## src/rtl/arinc429_tx_encoder_pkg.sv

```systemverilog
// Shared ARINC 429 Tx definitions: word width, default half-bit periods, speed codes, FSM states.
// Latency: n/a (constants, types and a pure function only).
// Backpressure: n/a.
package arinc429_tx_encoder_pkg;

   localparam int WORD_W       = 32;
   localparam int HALF_HS_DEF  = 100;   // 100 kbit/s at 20 MHz
   localparam int HALF_LS_DEF  = 800;   // 12.5 kbit/s at 20 MHz
   localparam int GAP_BITS_DEF = 4;

   localparam logic SPEED_HS = 1'b1;
   localparam logic SPEED_LS = 1'b0;

   typedef enum logic [1:0] {
      ST_IDLE      = 2'd0,
      ST_HALF_ON   = 2'd1,
      ST_HALF_NULL = 2'd2,
      ST_GAP       = 2'd3
   } tx_state_t;

   // Bit that makes the total count of ones across the 32-bit word odd.
   function automatic logic odd_parity(input logic [WORD_W-2:0] d);
      return ~(^d);
   endfunction

endpackage

```

## src/rtl/arinc429_tx_encoder_if.sv

```systemverilog
// Host/line-side bundle of the ARINC 429 transmit encoder.
// Latency: n/a (wiring only).
// Backpressure: Load is honoured only while Ready is high; there is no queue.
interface arinc429_tx_encoder_if;

   logic [arinc429_tx_encoder_pkg::WORD_W-1:0] Data;
   logic                                       Load;
   logic                                       speed;
   logic                                       Ready;
   logic                                       High;
   logic                                       Low;
   logic                                       Done;

   modport master (output Data, Load, speed, input Ready, High, Low, Done);
   modport slave  (input Data, Load, speed, output Ready, High, Low, Done);

endinterface

```

## src/rtl/arinc429_tx_encoder_timer.sv

```systemverilog
// Half-bit and inter-word gap timer for the ARINC 429 encoder.
// Latency: half_tick on the last cycle of each half-bit; gap_done on the last cycle of the gap.
// Backpressure: none; held cleared while start is high.
module arinc429_tx_encoder_timer
   import arinc429_tx_encoder_pkg::*;
#(
   parameter int HALF_HS  = HALF_HS_DEF,
   parameter int HALF_LS  = HALF_LS_DEF,
   parameter int GAP_BITS = GAP_BITS_DEF
) (
   input  logic Clk,
   input  logic Rst,
   input  logic half_sel,
   input  logic start,
   input  logic gap_mode,
   output logic half_tick,
   output logic gap_done
);

   localparam int GAP_HALVES = 2 * GAP_BITS;
   localparam int GW         = $clog2(GAP_HALVES);

   logic [9:0]    half_cnt;
   logic [9:0]    half_max;
   logic [GW-1:0] gap_cnt;

   assign half_max  = (half_sel == SPEED_HS) ? 10'(HALF_HS - 1) : 10'(HALF_LS - 1);
   assign half_tick = (half_cnt == half_max);
   assign gap_done  = gap_mode && half_tick && (gap_cnt == GW'(GAP_HALVES - 1));

   // Half-bit counter: 0..HALF-1, wrapping at every phase change.
   always_ff @(posedge Clk or posedge Rst) begin
      if (Rst) begin
         half_cnt <= '0;
      end else if (start || half_tick) begin
         half_cnt <= '0;
      end else begin
         half_cnt <= half_cnt + 10'd1;
      end
   end

   // Gap counter: number of completed null half-bits since the gap began.
   always_ff @(posedge Clk or posedge Rst) begin
      if (Rst) begin
         gap_cnt <= '0;
      end else if (start || !gap_mode) begin
         gap_cnt <= '0;
      end else if (half_tick) begin
         gap_cnt <= gap_cnt + GW'(1);
      end
   end

endmodule

```

## src/rtl/arinc429_tx_encoder.sv

```systemverilog
// ARINC 429 transmitter: 32-bit word out LSB first as bipolar RZ on High/Low, then a null gap; ARINC_TX_PARITY_EN puts odd parity in bit 31.
// Latency: accept on edge N, line drive from edge N+1; Ready returns (32+GAP_BITS)*2*HALF cycles after accept.
// Backpressure: Ready low for the whole word and gap; Load while busy is dropped, no queue.
module arinc429_tx_encoder
   import arinc429_tx_encoder_pkg::*;
#(
   parameter int HALF_HS  = HALF_HS_DEF,
   parameter int HALF_LS  = HALF_LS_DEF,
   parameter int GAP_BITS = GAP_BITS_DEF
) (
   input  logic                  Clk,
   input  logic                  Rst,
   arinc429_tx_encoder_if.slave  bus
);

   tx_state_t         state;
   tx_state_t         state_nxt;
   logic              accept;
   logic              done;
   logic [WORD_W-1:0] word_in;
   logic [WORD_W-1:0] sh;
   logic [4:0]        bit_cnt;
   logic              spd;
   logic              high_q;
   logic              low_q;
   logic              half_tick;
   logic              gap_done;

`ifdef ARINC_TX_PARITY_EN
   assign word_in = {odd_parity(bus.Data[WORD_W-2:0]), bus.Data[WORD_W-2:0]};
`else
   assign word_in = bus.Data;
`endif

   arinc429_tx_encoder_timer #(
      .HALF_HS  (HALF_HS),
      .HALF_LS  (HALF_LS),
      .GAP_BITS (GAP_BITS)
   ) u_timer (
      .Clk       (Clk),
      .Rst       (Rst),
      .half_sel  (spd),
      .start     (state == ST_IDLE),
      .gap_mode  (state == ST_GAP),
      .half_tick (half_tick),
      .gap_done  (gap_done)
   );

   // State register.
   always_ff @(posedge Clk or posedge Rst) begin
      if (Rst) begin
         state <= ST_IDLE;
      end else begin
         state <= state_nxt;
      end
   end

   // Next state, accept strobe and end-of-gap pulse.
   always_comb begin
      state_nxt = state;
      accept    = 1'b0;
      done      = 1'b0;
      case (state)
         ST_IDLE: begin
            if (bus.Load) begin
               accept    = 1'b1;
               state_nxt = ST_HALF_ON;
            end
         end
         ST_HALF_ON: begin
            if (half_tick) state_nxt = ST_HALF_NULL;
         end
         ST_HALF_NULL: begin
            if (half_tick) state_nxt = (bit_cnt == 5'(WORD_W - 1)) ? ST_GAP : ST_HALF_ON;
         end
         ST_GAP: begin
            if (gap_done) begin
               done      = 1'b1;
               state_nxt = ST_IDLE;
            end
         end
         default: state_nxt = ST_IDLE;
      endcase
   end

   // Word capture, shifting after each null half, and registered line drive.
   always_ff @(posedge Clk or posedge Rst) begin
      if (Rst) begin
         sh      <= '0;
         bit_cnt <= '0;
         spd     <= 1'b0;
         high_q  <= 1'b0;
         low_q   <= 1'b0;
      end else begin
         if (accept) begin
            sh      <= word_in;
            spd     <= bus.speed;
            bit_cnt <= '0;
         end else if (state == ST_HALF_NULL && half_tick) begin
            sh      <= {1'b0, sh[WORD_W-1:1]};
            bit_cnt <= bit_cnt + 5'd1;
         end
         high_q <= (state == ST_HALF_ON) &&  sh[0];
         low_q  <= (state == ST_HALF_ON) && !sh[0];
      end
   end

   assign bus.Ready = (state == ST_IDLE);
   assign bus.Done  = done;
   assign bus.High  = high_q;
   assign bus.Low   = low_q;

   // Both line drivers active at once would short the bipolar pair.
   a_no_both_lines: assert property (@(posedge Clk) disable iff (Rst) !(high_q && low_q));

endmodule
```

## src/flat_wrapper.sv

```systemverilog
// flat-port wrapper written by rule: the top's interface ports become plain ports
module arinc429_tx_encoder_flat import arinc429_tx_encoder_pkg::*;
#(
   parameter int HALF_HS  = HALF_HS_DEF,
   parameter int HALF_LS  = HALF_LS_DEF,
   parameter int GAP_BITS = GAP_BITS_DEF
)
  (Clk, Rst, bus_Data, bus_Load, bus_speed, bus_Ready, bus_High, bus_Low, bus_Done);
  arinc429_tx_encoder_if bus_i ();
  input  logic Clk;
  input  logic Rst;
  input wire logic [$bits(bus_i.Data)-1:0] bus_Data;
  input wire logic [$bits(bus_i.Load)-1:0] bus_Load;
  input wire logic [$bits(bus_i.speed)-1:0] bus_speed;
  output wire logic [$bits(bus_i.Ready)-1:0] bus_Ready;
  output wire logic [$bits(bus_i.High)-1:0] bus_High;
  output wire logic [$bits(bus_i.Low)-1:0] bus_Low;
  output wire logic [$bits(bus_i.Done)-1:0] bus_Done;
  assign bus_i.Data = bus_Data;
  assign bus_i.Load = bus_Load;
  assign bus_i.speed = bus_speed;
  assign bus_Ready = bus_i.Ready;
  assign bus_High = bus_i.High;
  assign bus_Low = bus_i.Low;
  assign bus_Done = bus_i.Done;
  arinc429_tx_encoder #(.HALF_HS(HALF_HS), .HALF_LS(HALF_LS), .GAP_BITS(GAP_BITS)) u_core (.Clk(Clk), .Rst(Rst), .bus(bus_i));
endmodule
```

## config.mk

```make
export PLATFORM = sky130hd
export DESIGN_NAME = arinc429_tx_encoder_flat
export DESIGN_NICKNAME = d
export VERILOG_FILES = /design/src/rtl/arinc429_tx_encoder_pkg.sv /design/src/rtl/arinc429_tx_encoder_if.sv /design/src/rtl/arinc429_tx_encoder_timer.sv /design/src/rtl/arinc429_tx_encoder.sv /design/src/flat_wrapper.sv
export SDC_FILE = /design/constraint.sdc
export NUM_CORES = 1
export LEC_CHECK = 0
export BUFFER_PORTS_ARGS = -buffer_cell sky130_fd_sc_hd__buf_4
export CAP_MARGIN = 20
export CORE_UTILIZATION = 59
export CTS_BUF_LIST = sky130_fd_sc_hd__clkbuf_4
export DETAILED_ROUTE_END_ITERATION = 10
export GPL_TIMING_DRIVEN = 0
export PLACE_DENSITY = 0.9
export SYNTH_ARGS = -nofsm -noshare
export SYNTH_HDL_FRONTEND = slang
export SYNTH_SLANG_ARGS = --single-unit
```

## constraint.sdc

```tcl
create_clock -name Clk -period 2.78 [get_ports Clk]
set_input_delay 0.139 -clock Clk [delete_from_list [all_inputs] [get_ports Clk]]
set_output_delay 0.139 -clock Clk [all_outputs]
set_load 0.01 [all_outputs]
```

Word level (Yosys, flattened, before mapping)
Cells that the tools add are included.
{"block": "word_totals", "reg_bits": 55}
{"block": "op_classes", "eq_ne": 10, "addsub": 3, "n_mux": 18, "reduce_logical": 13}
{"op": "32-bit 2-to-1 mux", "n": 2}
{"op": "10-bit 2-to-1 mux", "n": 2}
{"op": "10-bit by 1-bit adder with 10-bit output (second input constant)", "n": 1}
{"op": "10-bit equality test", "n": 1}
{"op": "2-bit 2-to-1 mux", "n": 5}
{"op": "5-bit 2-to-1 mux", "n": 2}
{"op": "2-bit case mux with 4 select lines", "n": 1}
{"op": "3-bit 2-to-1 mux", "n": 2}
{"op": "2-bit by 1-bit != test with 1-bit output (second input constant)", "n": 3}
{"op": "5-bit by 1-bit adder with 5-bit output (second input constant)", "n": 1}
{"op": "5-bit equality test (second input constant)", "n": 1}
{"op": "1-bit logical AND", "n": 5}
{"op": "2-bit equality test (second input constant)", "n": 2}
{"op": "1-bit 2-to-1 mux", "n": 4}
{"op": "4-bit AND reduction", "n": 1}
{"op": "2-bit nonzero test", "n": 2}
{"op": "3-bit by 1-bit adder with 3-bit output (second input constant)", "n": 1}
{"op": "3-bit equality test (second input constant)", "n": 1}
{"op": "2-bit by 1-bit equality test with 1-bit output (second input constant)", "n": 1}
{"op": "1-bit logical NOT", "n": 2}
{"op": "2-bit logical NOT", "n": 1}
{"op": "1-bit logical OR", "n": 2}
{"op": "2-bit != test (second input constant)", "n": 1}

Logic depth before layout (Yosys ltp)
Gate-level depths: netlist of the first run.
{"block": "depth", "word_depth": 6, "mapped_depth": 7}

Cells and area by module
A second synthesis of the first run with hierarchy kept.
{"block": "hier_totals", "cells_unflattened": 216, "area_unflattened_um2": 2591.2}
{"mod": "arinc429_tx_encoder", "instances": 1, "cells_each": 148, "area_per_inst_um2": 1906.8, "seq_area_each_um2": 1051.0}
{"mod": "arinc429_tx_encoder_timer", "instances": 1, "cells_each": 68, "area_per_inst_um2": 684.4, "seq_area_each_um2": 325.3}

Worst setup path before layout of the first run
No wires, ideal clock.
{"block": "synth_path", "path_type": "flip-flop to output port", "from": "register u_core.u_timer.half_cnt[2]", "to": "output bus_Done", "n_path_buf": 0, "arrival_ns": 1.976, "slack_ns": 0.665, "t_required_ns": 2.641, "path_stages_with_launch": 5, "cell_sequence": "dfrtp_1 -> or4b_4 -> or4_4 -> a21boi_4 -> and3_2"}
{"block": "synth_between", "elab_chain_len": 5}
{"item": "start: declaration", "line": "arinc429_tx_encoder_timer.sv:23", "rtl": "logic [9:0] half_cnt;"}
{"item": "start signal: assignment", "line": "arinc429_tx_encoder_timer.sv:38", "rtl": "half_cnt <= half_cnt + 10'd1;"}
{"item": "10-bit equality test", "line": "arinc429_tx_encoder_timer.sv:28", "rtl": "assign half_tick = (half_cnt == half_max);"}
{"item": "1-bit logical AND (2 in series)", "line": "arinc429_tx_encoder_timer.sv:29", "rtl": "assign gap_done = gap_mode && half_tick && (gap_cnt == GW'(GAP_HALVES - 1));"}
{"item": "1-bit 2-to-1 mux", "line": "arinc429_tx_encoder.sv:77", "rtl": "if (gap_done) begin"}
{"item": "1-bit 2-to-1 mux", "line": "arinc429_tx_encoder.sv:63", "rtl": "case (state)"}
{"item": "end: declaration", "line": "flat_wrapper.sv:18", "rtl": "output wire logic [$bits(bus_i.Done)-1:0] bus_Done;"}
No other way between the ends.

Final worst setup path of the first run
Same ends and word-level chain as after synthesis.

==> out/results.tsv, run 1 <==
metric	value	unit
required	2.64	ns
timing.hold.worst.class	in2reg	
ctsLongestPathBuffers	2	
synth_top_flop_cell	sky130_fd_sc_hd__dfrtp_1	
final_net_count	427	
worst-path-max-fanout	6	
clk_root_buffer_cell	sky130_fd_sc_hd__clkbuf_4	
flow.area_growth_from_synthesis	28.2	%
track_usage	31.1	%
first_global_vias	2710	
ioPinCount	40	
clock_power_share	25.5	%
final-setup-viol-count	0	
synth_area_per_inst	9.59	sq um
fin_crit	2.58	ns
ys_warn_count	0	
hold_violations	0	
via_per_inst	5.95	
fmax	0.387	GHz
route.detailed.drc	0	
p_sw_share	29.5	%
sequential_share_of_the_synthesized_area	46.9	%
cellInternalPower	1.50	mW
path_class	reg2out	
antenna_found_initial	0	
cp_data_arrival_time	2.44	ns
ctsResizeCount	0	
worstSkewPairLatency	0.38	ns
grt_setup_unrepaired	false	
finalWeightedCongestion	0.841	
power.share.sequential	51.5	%
start_kind	flip-flop	
numPortBuffers	39	
number_of_antenna_cells_inserted	0	
powerDensity	565	mW/mm^2
drt-pass1-iter-count	5	
cts_buffers	5	
power.combinational.fraction	23.0	%
tightest_slew	0.529	ns
static-leakage-power	1.59	nW
worstSetupEndpointType	output pin	
fin_worst_setup_slack	0.197	ns
postSynthNetCount	347	
clock_transition_at_the_registers_of_the_reported_paths	0.15	ns
chipHeight	72.5	um
drt-total-wl	7.32	mm
skew	0.0128	ns
wl_per_cell	16.1	um
ir_worst_vdd	0.345	mV
hpwl	4.50	mm
cts_sinks	55	
dieArea	0.00526	sq mm
drv_cap	0	
die-width	72.5	um
ant_nets	0	
drv_slew	0	
row_count	25	
synth-edff-count	0	
synth_cell_type_count	37	
synthesis.instances	306	
synth_async_sr_flop_share	100	%
pin_count_of_the_biggest_net_entering_global_routing	40	
floorplan.initialDensity	61.7	%
synth.cell_area	0.00293	sq mm
final_min_period_over_clock_period	92.9	%
number_of_levels_in_the_clock_h_tree	2	
placeableCoreArea	0.00475	sq mm
drive_above_1_share	17.3	%
synth.ff_latch_count	55	
gr-total-overflow	0	
switching_power	0.628	mW
timing.max_slew.rel_slack	64.5	%
run_status	completed	
setup_slack_placement	0.461	ns
dr.first_iter.drc_count	268	
via_count	2701	
final.setup.tns	0	ns
tritoncts	yes	
grt_first_pass_wirelength	12.6	mm
==> state kept, by name (all words and copies together), names as in the netlist <==
register / flops
u_core.bus.Low: 1
u_core.sh: 32
u_core.u_timer.gap_cnt: 3
u_core.bus.High: 1
u_core.spd: 1
u_core.state: 2
u_core.bit_cnt: 5
u_core.u_timer.half_cnt: 10
==> critical path: stages (launching register included) <==
cell and delay [ns]:
sky130_fd_sc_hd__dfrtp_1 0.47, sky130_fd_sc_hd__or4b_4 0.58, sky130_fd_sc_hd__or4_4 0.54, sky130_fd_sc_hd__a21boi_4 0.17
sky130_fd_sc_hd__and3_2 0.20, sky130_fd_sc_hd__buf_4 0.11
==> cell usage in the layout, fill, tap and decap left out, types with 2 or more instances in the layout <==
master,n
sky130_fd_sc_hd__nand2_1,79
sky130_fd_sc_hd__dfrtp_1,55
sky130_fd_sc_hd__buf_4,45
sky130_fd_sc_hd__o2111ai_1,32
sky130_fd_sc_hd__o211ai_1,31
sky130_fd_sc_hd__dlygate4sd3_1,31
sky130_fd_sc_hd__clkbuf_1,20
sky130_fd_sc_hd__nor3_1,12
sky130_fd_sc_hd__mux2i_1,8
sky130_fd_sc_hd__nand2b_1,6
sky130_fd_sc_hd__nand3_1,6
sky130_fd_sc_hd__clkbuf_4,6
sky130_fd_sc_hd__ha_1,5
sky130_fd_sc_hd__inv_1,4
sky130_fd_sc_hd__xor2_1,4
sky130_fd_sc_hd__xnor2_1,4
sky130_fd_sc_hd__buf_2,3
sky130_fd_sc_hd__and3_1,3
sky130_fd_sc_hd__and3_2,2
sky130_fd_sc_hd__nor2b_1,2
sky130_fd_sc_hd__buf_6,2
sky130_fd_sc_hd__o211a_1,2
sky130_fd_sc_hd__nor2_1,2
sky130_fd_sc_hd__and2_1,2
sky130_fd_sc_hd__nand4_1,2
sky130_fd_sc_hd__nor3b_1,2
sky130_fd_sc_hd__bufinv_16,2
==> cells in the mapped netlist, drive strengths merged, types with 2 or more instances <==
| library cell | n | area, sq um |
|---|---|---|
| dfrtp | 55 | 1380 |
| nand2 | 79 | 297 |
| and2 | 2 | 12.5 |
| o2111ai | 32 | 280 |
| xnor2 | 4 | 35.0 |
| and3 | 5 | 33.8 |
| nor3b | 2 | 15.0 |
| mux2i | 8 | 80.1 |
| nor2b | 2 | 12.5 |
| nand4 | 2 | 12.5 |
| nand2b | 6 | 37.5 |
| nor3 | 12 | 60.1 |
| nand3 | 6 | 30.0 |
| ha | 5 | 62.6 |
| nor2 | 2 | 7.51 |
| o211ai | 31 | 233 |
| xor2 | 4 | 35.0 |
| clkbuf | 20 | 75.1 |
| inv | 5 | 18.8 |
| o211a | 2 | 20.0 |
| buf | 10 | 71.3 |
==> timing repair <==
item / 4_1_cts / 5_1_grt
hold buffers: 31 / 0
endpoints found under the setup margin: 0 / 1
setup buffers: 0 / 2
endpoints found under the hold margin: 46 / 0
==> per-layer routing <==
layer | routed length [um] | global-route usage, %
met5 | 0 | 0
met4 | 172 | 10.9
met3 | 335 | 4.44
met2 | 3730 | 53.6
met1 | 3090 | 40.0
==> stage by stage <==
stage	instance area, sq um	util [%]	cells	power, mW	hold slack [ns]
after global placement	3310	69.6	412	1.52	0.339
final	3760	79.1	454	2.13	0.0313
after CTS	3750	78.8	452	2.12	0.0187
after detailed placement	3330	70.1	413	1.55	0.146
after global routing	3760	79.1	454	2.25	0.00614
after floorplan	2930	-	306	1.39	0.244
==> cell families (layout without fill, tap and decap cells) <==
kind of cell,Yosys count,count (layout),synth area share [%]
AND/OR/NAND/NOR,122,122,19.5
adder cells (fa/ha/maj),5,5,2.13
multiplexers,8,8,2.73
AO/OA/AOI/OAI,73,73,20.7
flip-flops,55,55,46.9
XOR/XNOR,8,8,2.39
buffers and inverters,35,116,5.63
==> cell type report <==
type / count / area, sq um
Buffer: 30 / 146
Clock buffer: 6 / 45.0
Clock inverter: 2 / 60.1
Fill cell: 298 / 993
Inverter: 5 / 18.8
Multi-Input combinational cell: 216 / 1390
Sequential cell: 55 / 1380
Tap cell: 67 / 83.8
Timing Repair Buffer: 73 / 638
==> power groups by stage <==
| stage | registers (mW) | logic, mW | clock network, mW |
|---|---|---|---|
| global placement | 1.09 | 0.423 | 0 |
| floorplan | 1.07 | 0.317 | 0 |
| CTS | 1.09 | 0.479 | 0.549 |
| global route | 1.11 | 0.547 | 0.586 |
| detailed placement | 1.10 | 0.442 | 0 |
| finish | 1.10 | 0.490 | 0.541 |
==> worst paths after layout <==
check                                                     start                         to  slack (ns)  cells after the start
setup / recovery           u_core.u_timer.half_cnt[2]$_DFF_PP0_                   bus_Done        0.20                      5
hold / removal                                     bus_Data[11]  u_core.sh[11]$_DFFE_PP0P_        0.03                      3
setup reg to reg           u_core.u_timer.half_cnt[2]$_DFF_PP0_  u_core.sh[23]$_DFFE_PP0P_        0.42                      6
hold reg to reg                        u_core.sh[0]$_DFFE_PP0P_   u_core.bus.Low$_DFF_PP0_        0.48                      1
max in group asynchronous                                   Rst  u_core.sh[12]$_DFFE_PP0P_        1.94                      4
min in group asynchronous                                   Rst  u_core.sh[22]$_DFFE_PP0P_        0.31                      3
No activity file was read; power rests on OpenSTA's default activity.
==> run 2, diff against run 1 <==
--- a/config.mk
+++ b/config.mk
@@ -7,6 +7,7 @@
 export LEC_CHECK = 0
 export BUFFER_PORTS_ARGS = -buffer_cell sky130_fd_sc_hd__buf_4
 export CAP_MARGIN = 20
+export CORE_ASPECT_RATIO = 0.7
 export CORE_UTILIZATION = 59
 export CTS_BUF_LIST = sky130_fd_sc_hd__clkbuf_4
 export DETAILED_ROUTE_END_ITERATION = 10
==> run 2 against run 1 <==
Core utilization down 0.85 points. Die area about the same. Maximum frequency down 2.2%. Largest power group unchanged. Total power down 7.0%. Routed wire length up 6.8%. Clock power down 31%. Sequential power about the same.
==> out/results.tsv, run 2 (synthesis gave the netlist of run 1 again) <==
metric	value	unit
grt_first_pass_wirelength	12.5	mm
chipHeight	61	um
numPortBuffers	39	
start_kind	flip-flop	
clock_transition_at_the_registers_of_the_reported_paths	0.18	ns
dr.first_iter.drc_count	241	
dieArea	0.00526	sq mm
cts_sinks	55	
number_of_flip_flops_in_the_largest_register	32	
die-width	86.3	um
largest_registers	u_core.sh (32), u_core.u_timer.half_cnt (10), u_core.bit_cnt (5)	
hpwl	4.66	mm
cts_buffers	5	
drt-pass1-iter-count	4	
layout_common_cells	79 x sky130_fd_sc_hd__nand2_1, 55 x sky130_fd_sc_hd__dfrtp_1, 46 x sky130_fd_sc_hd__buf_4	
route.detailed.drc	0	
number_of_levels_in_the_clock_h_tree	2	
via_per_inst	6.10	
drv_slew	0	
antenna_found_initial	0	
floorplan.initialDensity	61.4	%
run_status	completed	
row_count	21	
ioPinCount	40	
fin_worst_setup_slack	0.140	ns
drive_above_1_share	17.4	%
first_global_vias	2577	
finalWeightedCongestion	0.865	
ctsResizeCount	0	
track_usage	31.9	%
tritoncts	yes	
ctsLongestPathBuffers	2	
hold_violations	0	
fin_crit	2.64	ns
placeableCoreArea	0.00478	sq mm
mostFrequentLayoutCell	sky130_fd_sc_hd__nand2_1	
drv_cap	0	
required	2.64	ns
static-leakage-power	1.59	nW
number_of_antenna_cells_inserted	0	
ant_nets	0	
path_class	reg2out	
worstSetupEndpointType	output pin	
clk_root_buffer_cell	sky130_fd_sc_hd__clkbuf_4	
largest_register	u_core.sh	
fmax	0.379	GHz
flow.area_growth_from_synthesis	27.5	%
worst-path-max-fanout	6	
ir_worst_vdd	0.468	mV
timing.max_slew.rel_slack	66.3	%
final.setup.tns	0	ns
via_count	2799	
post-route-util	78.3	%
cp_data_arrival_time	2.50	ns
grt_setup_unrepaired	false	
gr-total-overflow	0	
final-setup-viol-count	0	
timing.hold.worst.class	in2reg	
powerDensity	529	mW/mm^2
setup_slack_placement	0.508	ns
wl_per_cell	17.0	um
skew	0.0276	ns
drt-total-wl	7.82	mm
tightest_slew	0.505	ns
final_min_period_over_clock_period	95.0	%
final_net_count	430	
worstSkewPairLatency	0.41	ns
pin_count_of_the_biggest_net_entering_global_routing	39	
-- run 2: worst paths after layout --
path	cells after the start	end	startpoint	slack (ns)
worst max-delay path	5	bus_Done	u_core.u_timer.half_cnt[2]$_DFF_PP0_	0.14
worst min-delay path	3	u_core.sh[30]$_DFFE_PP0P_	bus_Data[30]	0.06
worst max register to register	6	u_core.sh[22]$_DFFE_PP0P_	u_core.u_timer.half_cnt[2]$_DFF_PP0_	0.41
worst min register to register	1	u_core.u_timer.half_cnt[0]$_DFF_PP0_	u_core.u_timer.half_cnt[0]$_DFF_PP0_	0.52
max in group asynchronous	4	u_core.sh[8]$_DFFE_PP0P_	Rst	1.95
min in group asynchronous	3	u_core.sh[9]$_DFFE_PP0P_	Rst	0.26
-- run 2: per-stage QoR --
stage               power (mW)  hold WS [ns]  instance area [sq um]  std cells
CTS                       1.94        0.0501                   3720        456
detailed placement        1.55         0.152                   3330        415
finish                    1.98        0.0636                   3740        459
floorplan                 1.39         0.244                   2930        306
global route              2.07        0.0698                   3740        459
global placement          1.52         0.343                   3310        414
-- run 2: cell type report --
| cell class | count | area [sq um] |
|---|---|---|
| multi-input combinational | 216 | 1390 |
| buffer | 30 | 146 |
| timing repair buffer | 76 | 666 |
| clock inverter | 3 | 18.8 |
| tap | 69 | 86.3 |
| fill | 325 | 1040 |
| clock buffer | 5 | 37.5 |
| sequential | 55 | 1380 |
| inverter | 5 | 18.8 |
-- run 2: timing repair --
| item | in CTS | in global routing |
|---|---|---|
| setup buffers | 0 | 3 |
| hold endpoints to repair | 49 | 0 |
| setup endpoints to repair | 0 | 1 |
| hold buffers | 33 | 0 |
-- run 2: layer usage --
layer  GRT usage [%]  share of wire, %
met1            41.9                42
met2            51.4                48
met4            15.0               3.4
met5               0                 0
met3            7.48               6.9
-- run 2: critical path, cell delays in order, from the launching register on --
cell                       delay (ns)
sky130_fd_sc_hd__dfrtp_1         0.47
sky130_fd_sc_hd__or4b_4          0.58
sky130_fd_sc_hd__or4_4           0.53
sky130_fd_sc_hd__a21boi_4        0.21
sky130_fd_sc_hd__and3_2          0.20
sky130_fd_sc_hd__buf_4           0.11
-- run 2: report_power, final --
group	switching, mW	total [mW]	internal [mW]
clock	0.275	0.374	0.0996
combinational	0.266	0.507	0.240
sequential	0.127	1.10	0.970
total	0.668	1.98	1.31
